==> src/rtl/neureka_streamer_sequencer.sv <==
// -----------------------------------------------------------------------------
// neureka_streamer_sequencer
//
// Phase sequencer for the NEUREKA streamer. Each tile goes through its load
// phases and then the store phase on the shared TCDM path:
//   L0 (FEAT, or FEAT_WEIGHT when weights come from the weight port),
//   WEIGHT (only without the weight port), NORM (optional),
//   STREAMIN (optional), STORE.
// Every phase runs SETUP -> ISSUE -> WAIT -> DRAIN -> NEXT. That is at least
// 5 cycles per phase. Disabled phases take no cycles.
//
// Ports
//   clk_i, rst_ni        clock, synchronous active-low reset
//   clear_i              synchronous soft clear (same effect as reset)
//   start_i              job start, sampled only in IDLE
//   n_tiles_i            tiles in the job (0 is treated as 1)
//   wmem_sel_i           use the dedicated weight port (FEAT_WEIGHT phase)
//   norm_en_i            include the NORM phase
//   streamin_en_i        include the STREAMIN phase
//   src_done_i           source finished its address stream (pulse)
//   wsrc_done_i          weight-port source finished (pulse)
//   sink_done_i          sink finished (pulse)
//   fifo_empty_i         TCDM FIFO empty
//   ld_st_mux_sel_o      0 = load, 1 = store
//   ld_which_o           load phase select (0 FEAT .. 4 FEAT_WEIGHT)
//   wmem_sel_o           latched copy of wmem_sel_i
//   src_req_o            one-cycle source start pulse
//   sink_req_o           one-cycle sink start pulse
//   clear_source_o       one-cycle source clear pulse
//   clear_sink_o         one-cycle sink clear pulse
//   clear_fifo_o         one-cycle FIFO clear pulse (drain timeout)
//   tile_idx_o           current tile
//   busy_o               high when not IDLE
//   done_o               one-cycle pulse at job end
//   err_o                sticky drain-timeout flag, cleared by an accepted start
// -----------------------------------------------------------------------------
module neureka_streamer_sequencer #(
  parameter int unsigned TILE_CNT_W    = 16,
  parameter int unsigned DRAIN_TIMEOUT = 255
) (
  input  logic                  clk_i,
  input  logic                  rst_ni,
  input  logic                  clear_i,
  input  logic                  start_i,
  input  logic [TILE_CNT_W-1:0] n_tiles_i,
  input  logic                  wmem_sel_i,
  input  logic                  norm_en_i,
  input  logic                  streamin_en_i,
  input  logic                  src_done_i,
  input  logic                  wsrc_done_i,
  input  logic                  sink_done_i,
  input  logic                  fifo_empty_i,
  output logic                  ld_st_mux_sel_o,
  output logic [2:0]            ld_which_o,
  output logic                  wmem_sel_o,
  output logic                  src_req_o,
  output logic                  sink_req_o,
  output logic                  clear_source_o,
  output logic                  clear_sink_o,
  output logic                  clear_fifo_o,
  output logic [TILE_CNT_W-1:0] tile_idx_o,
  output logic                  busy_o,
  output logic                  done_o,
  output logic                  err_o
);

  typedef enum logic [2:0] {
    S_IDLE, S_SETUP, S_ISSUE, S_WAIT, S_DRAIN, S_NEXT
  } state_e;

  // The load phase encodings match ld_which_o. STORE is internal only.
  typedef enum logic [2:0] {
    PH_FEAT        = 3'd0,
    PH_WEIGHT      = 3'd1,
    PH_NORM        = 3'd2,
    PH_STREAMIN    = 3'd3,
    PH_FEAT_WEIGHT = 3'd4,
    PH_STORE       = 3'd5
  } phase_e;

  // The drain counter only has to count up to DRAIN_TIMEOUT-1.
  localparam int unsigned DCNT_W = (DRAIN_TIMEOUT > 1) ? $clog2(DRAIN_TIMEOUT) : 1;
  localparam logic [DCNT_W-1:0] DCNT_LAST =
    DCNT_W'((DRAIN_TIMEOUT == 0) ? 0 : DRAIN_TIMEOUT - 1);
  localparam logic TIMEOUT_EN = (DRAIN_TIMEOUT != 0);

  state_e                state_q, state_d;
  phase_e                phase_q, phase_d;
  logic                  phase_load;
  logic [TILE_CNT_W-1:0] n_last_q;
  logic                  wmem_q, norm_q, stin_q;
  logic [TILE_CNT_W-1:0] tile_q;
  logic                  done_seen_q, wsrc_seen_q;
  logic [DCNT_W-1:0]     dcnt_q;
  logic                  err_q;

  logic cfg_load, tile_clr, tile_inc, err_set;
  logic is_store, main_done_now, wait_met, timeout_hit, last_tile;

  // Load phases after cur, in fixed order. FEAT only occurs without the weight
  // port, so WEIGHT always follows it directly.
  function automatic phase_e after_phase(input phase_e cur, input logic nm,
                                         input logic si);
    phase_e nxt;
    nxt = PH_STORE;
    if (si && (cur inside {PH_FEAT, PH_FEAT_WEIGHT, PH_WEIGHT, PH_NORM})) nxt = PH_STREAMIN;
    if (nm && (cur inside {PH_FEAT, PH_FEAT_WEIGHT, PH_WEIGHT}))          nxt = PH_NORM;
    if (cur == PH_FEAT)                                                   nxt = PH_WEIGHT;
    return nxt;
  endfunction

  assign is_store      = (phase_q == PH_STORE);
  assign main_done_now = is_store ? sink_done_i : src_done_i;
  // A done in the current WAIT cycle counts as well as one captured earlier.
  // WAIT can then exit in its first cycle.
  assign wait_met      = (done_seen_q | main_done_now) &&
                         ((phase_q != PH_FEAT_WEIGHT) | wsrc_seen_q | wsrc_done_i);
  assign timeout_hit   = TIMEOUT_EN && !fifo_empty_i && (dcnt_q == DCNT_LAST);
  assign last_tile     = (tile_q == n_last_q);

  // NOTE: every signal gets a default at the top of the block, so a path that
  // does not assign it cannot infer a latch.
  always_comb begin
    state_d        = state_q;
    phase_d        = phase_q;
    phase_load     = 1'b0;
    cfg_load       = 1'b0;
    tile_clr       = 1'b0;
    tile_inc       = 1'b0;
    err_set        = 1'b0;
    src_req_o      = 1'b0;
    sink_req_o     = 1'b0;
    clear_source_o = 1'b0;
    clear_sink_o   = 1'b0;
    clear_fifo_o   = 1'b0;
    done_o         = 1'b0;

    case (state_q)
      S_IDLE: begin
        if (start_i) begin
          cfg_load   = 1'b1;
          tile_clr   = 1'b1;
          phase_d    = wmem_sel_i ? PH_FEAT_WEIGHT : PH_FEAT;
          phase_load = 1'b1;
          state_d    = S_SETUP;
        end
      end
      S_SETUP: begin
        clear_source_o = !is_store;
        clear_sink_o   = is_store;
        state_d        = S_ISSUE;
      end
      S_ISSUE: begin
        src_req_o  = !is_store;
        sink_req_o = is_store;
        state_d    = S_WAIT;
      end
      S_WAIT: begin
        if (wait_met) state_d = S_DRAIN;
      end
      S_DRAIN: begin
        // If the FIFO empties in the timeout cycle, the timeout does not count.
        if (fifo_empty_i) begin
          state_d = S_NEXT;
        end else if (timeout_hit) begin
          clear_fifo_o = 1'b1;
          err_set      = 1'b1;
          state_d      = S_NEXT;
        end
      end
      S_NEXT: begin
        phase_load = 1'b1;
        state_d    = S_SETUP;
        if (!is_store) begin
          phase_d = after_phase(phase_q, norm_q, stin_q);
        end else if (last_tile) begin
          done_o  = 1'b1;
          phase_d = PH_FEAT;  // so the selects read 0 again in IDLE
          state_d = S_IDLE;
        end else begin
          tile_inc = 1'b1;
          phase_d  = wmem_q ? PH_FEAT_WEIGHT : PH_FEAT;
        end
      end
      default: state_d = S_IDLE;
    endcase
  end

  // NOTE: sequential state is written only with non-blocking assignments.
  // Flops then all update together at the edge, whatever the evaluation order.
  always_ff @(posedge clk_i) begin
    if (!rst_ni || clear_i) begin
      state_q     <= S_IDLE;
      phase_q     <= PH_FEAT;
      n_last_q    <= '0;
      wmem_q      <= 1'b0;
      norm_q      <= 1'b0;
      stin_q      <= 1'b0;
      tile_q      <= '0;
      done_seen_q <= 1'b0;
      wsrc_seen_q <= 1'b0;
      dcnt_q      <= '0;
      err_q       <= 1'b0;
    end else begin
      state_q <= state_d;
      if (phase_load) phase_q <= phase_d;

      if (cfg_load) begin
        n_last_q <= (n_tiles_i == '0) ? '0 : n_tiles_i - TILE_CNT_W'(1);
        wmem_q   <= wmem_sel_i;
        norm_q   <= norm_en_i;
        stin_q   <= streamin_en_i;
      end

      if (tile_clr)      tile_q <= '0;
      else if (tile_inc) tile_q <= tile_q + TILE_CNT_W'(1);

      // Done pulses are captured only while the phase is in flight.
      if (state_q == S_SETUP) begin
        done_seen_q <= 1'b0;
        wsrc_seen_q <= 1'b0;
      end else if (state_q == S_ISSUE || state_q == S_WAIT) begin
        if (main_done_now) done_seen_q <= 1'b1;
        if (wsrc_done_i)   wsrc_seen_q <= 1'b1;
      end

      if (state_q != S_DRAIN)                     dcnt_q <= '0;
      else if (TIMEOUT_EN && dcnt_q != DCNT_LAST) dcnt_q <= dcnt_q + DCNT_W'(1);

      if (cfg_load)     err_q <= 1'b0;
      else if (err_set) err_q <= 1'b1;
    end
  end

  assign ld_st_mux_sel_o = is_store;
  assign ld_which_o      = is_store ? 3'd0 : phase_q;
  assign wmem_sel_o      = wmem_q;
  assign tile_idx_o      = tile_q;
  assign busy_o          = (state_q != S_IDLE);
  assign err_o           = err_q;

endmodule
==> config.mk <==
export PLATFORM = sky130hd
export DESIGN_NAME = neureka_streamer_sequencer
export DESIGN_NICKNAME = d
export VERILOG_FILES = /design/src/rtl/neureka_streamer_sequencer.sv
export SDC_FILE = /design/constraint.sdc
export NUM_CORES = 1
export LEC_CHECK = 0
export BUFFER_PORTS_ARGS = -buffer_cell sky130_fd_sc_hd__buf_4
export CORE_MARGIN = 8
export CORE_UTILIZATION = 41
export DETAILED_ROUTE_END_ITERATION = 12
export PLACE_DENSITY = 0.66
export RECOVER_POWER = 50
export SLEW_MARGIN = 20
export SYNTH_ARGS = -nofsm -noshare
export SYNTH_HDL_FRONTEND = slang
export SYNTH_SLANG_ARGS = --single-unit
==> constraint.sdc <==
create_clock -name clk_i -period 2.2 [get_ports clk_i]
set_input_delay 0.44 -clock clk_i [delete_from_list [all_inputs] [get_ports clk_i]]
set_output_delay 0.44 -clock clk_i [all_outputs]
set_load 0.01 [all_outputs]
# Word-level counts from Yosys, hierarchy flattened
# Cells that the tools add are included.
[op_classes]
bitwise = 3
addsub = 3
mul = 0
shift = 0
mux = 35
div = 0
reduce_logical = 23
magnitude_cmp = 0
eq_ne = 17
[op_table]
columns = ["operator", "n"]
rows = [
  ["$mux W3", 13],
  ["$mux W1", 18],
  ["$pmux W3 S6", 1],
  ["$add A16 B1 Y16 const B", 1],
  ["$eq A16 B16 Y1", 1],
  ["$logic_not A16 Y1", 1],
  ["$mux W16", 1],
  ["$sub A16 B1 Y16 const B", 1],
  ["$eq A3 B3 Y1 const B", 4],
  ["$eq A3 B2 Y1 const B", 3],
  ["$ne A3 B3 Y1 const B", 3],
  ["$add A8 B1 Y8 const B", 1],
  ["$eq A8 B8 Y1 const B", 1],
  ["$ne A8 B8 Y1 const B", 1],
  ["$eq A3 B1 Y1 const B", 2],
  ["$logic_not A3 Y1", 2],
  ["$pmux W3 S2", 1],
  ["$reduce_and A3 Y1", 2],
  ["$reduce_bool A3 Y1", 2],
  ["$reduce_or A2 Y1", 3],
  ["$logic_and A1 B1 Y1", 4],
  ["$ne A2 B2 Y1 const B", 2],
  ["$reduce_and A2 Y1", 2],
  ["$reduce_bool A4 Y1", 1],
  ["5 further kinds", 10],
]
[totals]
latch_bits = 0
romBits = 0
mem_count = 0
elab_cells = 92
output_inout_bits = 29
in_bits = 27
mem_bits_rw = 0
ff_bits = 52

# Logic depth before layout (Yosys ltp)
[depth]
word_depth = 8
depth_mapped = 7
depth_no_buf = 7

# Worst setup path before layout
# No wires, ideal clock.
[synth_path]
path_type = "input-to-reg"
start = "input n_tiles_i[5]"
end = "register n_last_q[8]"
setup_time_ns = 0.115
n_path_buf = 0
required_time_ns = 2.085
cell_stages = 5
arrival_time_ns = 1.760
path_slack_ns = 0.325
path_cell_list = "or4_4 or3_4 or2_0 xor2_1 o21ai_2"
[synth_via]
elab_chain_cells = 2
word_cells_on_any_way = 3
cone_classes = "1 x add/sub; 1 x mux; 1 x reduce/logical"
[synth_lines]
columns = ["element", "line", "rtl"]
rows = [
  ["start: declaration", "45", "input logic [TILE_CNT_W-1:0] n_tiles_i,"],
  ["$sub A16 B1 Y16 or $logic_not A16 Y1 (tied branches)", "209", "n_last_q <= (n_tiles_i == '0) ? '0 : n_tiles_i - TILE_CNT_W'(1);"],
  ["$mux W16 (*)", "209", ""],
  ["end signal: assignment", "209", ""],
  ["end: declaration", "90", "logic [TILE_CNT_W-1:0] n_last_q;"],
]
# Every way passes the cells marked *; elsewhere a longest branch is shown, timed or not.
# A chain may end at the register's enable or synchronous reset.

# Worst setup path in the final report
[layout_path]
start = "register tile_q[0] (netlist: tile_idx_o[0])"
end = "output done_o"
[layout_via]
elab_chain_cells = 4
[layout_lines]
columns = ["element", "line", "rtl"]
rows = [
  ["start: declaration", "92", "logic [TILE_CNT_W-1:0] tile_q;"],
  ["start signal: assignment", "216", "else if (tile_inc) tile_q <= tile_q + TILE_CNT_W'(1);"],
  ["$eq A16 B16 Y1", "119", "assign last_tile = (tile_q == n_last_q);"],
  ["$mux W1", "176", "end else if (last_tile) begin"],
  ["$mux W1", "174", "if (!is_store) begin"],
  ["$mux W1", "138", "case (state_q)"],
  ["end: declaration", "63", "output logic done_o,"],
]
# No other way between the ends.

==> impl_metrics.env <==
export IMPL_run_status="complete, no violations"
export IMPL_crit_type="flop to output pin"
export IMPL_yosysSeqAreaShare_pct=35.9
export IMPL_drtPass1Iterations=4
export IMPL_final_common_cell="buf_4"
export IMPL_die_y_um=100
export IMPL_critPathArrivalTime_ns=1.70
export IMPL_fmax_ghz=0.468
export IMPL_grt_start_max_net_pins=29
export IMPL_grt_overflow=0
export IMPL_hold_path_startpoint="n_tiles_i[0]"
export IMPL_ir_worst_vdd_mv=0.284
export IMPL_die_area_um2=10000
export IMPL_wl_per_cell_um=14.2
export IMPL_cts_hold_fix_buffers=0
export IMPL_synth_distinct_cells=48
export IMPL_grt_util_met2_pct=23.6
export IMPL_root_buffer="clkbuf_8"
export IMPL_die_w_um=100
export IMPL_r2r_start="tile_idx_o[12]"
export IMPL_num_rows=30
export IMPL_clock_latency_ns=0.30
export IMPL_clk_path_buf_depth=2
export IMPL_clkPwrFrac_pct=29.1
export IMPL_total_leakage_power_uw=0.00151
export IMPL_ys_flop_type="dfxtp_1"
export IMPL_cp_start_kind="flop"
export IMPL_p_int_uw=1260
export IMPL_ant_nets=0
export IMPL_ys_top_cells_by_area="dfxtp_1, xor2_1, nand2_1, o21ai_0, a21oi_1"
export IMPL_fin_nets=442
export IMPL_use_met1_pct=16.9
export IMPL_worstMarginPinSlew_ns=0.500
export IMPL_cts_setup_buffers=0
export IMPL_synth_seq_cells=52
export IMPL_antenna_found_initial=0
export IMPL_cts_sinks=52
export IMPL_relSlewSlack_pct=66.6
export IMPL_powerDensity_nw_per_um2=474
export IMPL_drtIter0Drc=243
export IMPL_grt_pass1_wl_mm=11.6
export IMPL_stdcell_area_um2=3550
export IMPL_final_layout_size_suffix_gt1_share_pct=23.0
export IMPL_cts_tree="done"
export IMPL_grt_setup_unrepaired="true"
export IMPL_syn_num_nets=379
export IMPL_netlist_instances=347
export IMPL_start_util_pct=42.4
export IMPL_busiest_layer="met2"
export IMPL_coreArea_um2=6830
export IMPL_dp_hpwl_mm=5.55
export IMPL_wl_mm=7.17
export IMPL_yosysWarningCount=0
export IMPL_max_cap_violations=0
export IMPL_mostFrequentLayoutCells="buf_4, dfxtp_1, nand2_1"
export IMPL_synth_edff_count=0
export IMPL_end_kind="output pin"
export IMPL_period_needed_ns=2.14
export IMPL_cp_required_ns=1.76
export IMPL_clock_skew_ns=0.00577
export IMPL_track_usage_pct=14.0
export IMPL_p_sw_uw=421
export IMPL_hold_path_class="input pin to flop"
export IMPL_met3_usage_pct=4.08
export IMPL_synth_top_area_share_pct=35.9
export IMPL_htreeDepth=2
export IMPL_hold_viol_final=0
export IMPL_seqPwrFrac_pct=57.7
export IMPL_port_buffer_count=55
export IMPL_placed_cell_area_um2=3470
export IMPL_setup_viol=0
export IMPL_first_global_vias=2490
export IMPL_numCtsBuffers=5
export IMPL_ioPinCount=56
export IMPL_post_route_period_util_pct=97.1
export IMPL_vias_per_cell=5.21
export IMPL_clk_pin_slew_worst_paths_ns=0.09
export IMPL_worstPathMaxFanout=7
export IMPL_drc=0
export IMPL_cp_startpoint="tile_idx_o[0]"
export IMPL_place_congestion=0.848
export IMPL_drv_slew=0
export IMPL_area_delta_synth_final_pct=22.3
export IMPL_tns_ns=0
export IMPL_vias=2628
export IMPL_synthArstFlopShare_pct=0
export IMPL_yosys_area_top_type="dfxtp_1"
export IMPL_finalPower_uw=1680
export IMPL_syn_avg_cell_area_um2=8.35
export IMPL_p_sw_share_pct=25.1
export IMPL_diodes=0
export IMPL_comb_power_share_pct=13.1
export IMPL_netlist_area_um2=2900
==> layout make-up <==
class,count,area (µm²)
Inverter,7,26.3
Sequential cell,52,1050
Tap cell,96,120
Clock buffer,5,68.8
Multi-Input combinational cell,271,1760
Fill cell,704,3290
Timing Repair Buffer,73,526
==> sequential cells by signal (all words and copies together), names as in the netlist, 3 cells and up <==
signal / cells
tile_idx_o: 16
n_last_q: 16
dcnt_q: 8
phase_q: 3
state_q: 3
==> Yosys cell counts, types with 4 or more instances <==
cell and n:
buf_6 4, o31ai_1 4, nand3_1 16, nand4_1 11
xor2_1 28, nor3_1 5, nor2_1 26, o21ai_0 26
buf_2 6, nand2b_1 6, mux2i_1 6, inv_1 7
and3_1 5, dfxtp_1 52, nand2_1 36, a21oi_1 23
and2_1 4, nor4_1 6, clkbuf_1 5, xnor2_1 9
or3_1 15, or4_1 4, ha_1 5
==> metal layers <==
layer | routed length (µm) | part of all wire (%) | up-vias
met4 | 110 | 1.5 | 0
met1 | 3350 | 47 | 1191
met2 | 3280 | 46 | 71
li1 | - | - | 1356
met5 | 0 | 0 | -
met3 | 433 | 6.0 | 10
==> cells by family (layout without fill, tap and decap cells) <==
logic type	Yosys count	count (layout)	synth area share (%)
multiplexers	6	6	2.07
flip-flops	52	52	35.9
XOR/XNOR	37	37	11.2
adder cells (fa/ha/maj)	5	5	2.16
buffers and inverters	24	85	4.40
AO/OA/AOI/OAI	68	68	13.4
AND/OR/NAND/NOR	155	155	30.9
==> worst max-delay path, stage by stage (launching register included) <==
cell     delay (ns)
dfxtp_2        0.37
xor2_1         0.17
nor4_1         0.34
nand4_1        0.23
nor2_2         0.15
buf_4          0.14
==> stage by stage <==
step                std cells  util [%]  setup slack (ns)  hold slack, ns
global placement          499      50.7             0.153           0.450
finish                    504      51.9            0.0632           0.371
global route              504      51.9           -0.0528           0.372
CTS                       504      51.9           0.00965           0.362
floorplan                 347         -             0.325           0.437
detailed placement        499      50.7            0.0308           0.455
==> repair_timing <==
action	in CTS	in global routing
gates cloned	0	0
endpoints found under the setup margin	1	2
resized for setup	3	8
pin swaps	0	3
==> worst paths after layout <==
kind,end,slack (ns),cells past startpoint
hold reg to reg,n_last_q[9],0.46,2
hold / removal,n_last_q[0],0.37,2
setup / recovery,done_o,0.06,5
setup reg to reg,tile_idx_o[13],0.22,6
==> power by group through the flow <==
stage / registers, µW / logic [µW] / clock network (µW)
floorplan: 986 / 137 / 0
global route: 973 / 242 / 534
detailed placement: 992 / 214 / 0
finish: 970 / 221 / 490
global placement: 992 / 211 / 0
CTS: 970 / 217 / 512
Power figures use the tool's default switching activity.
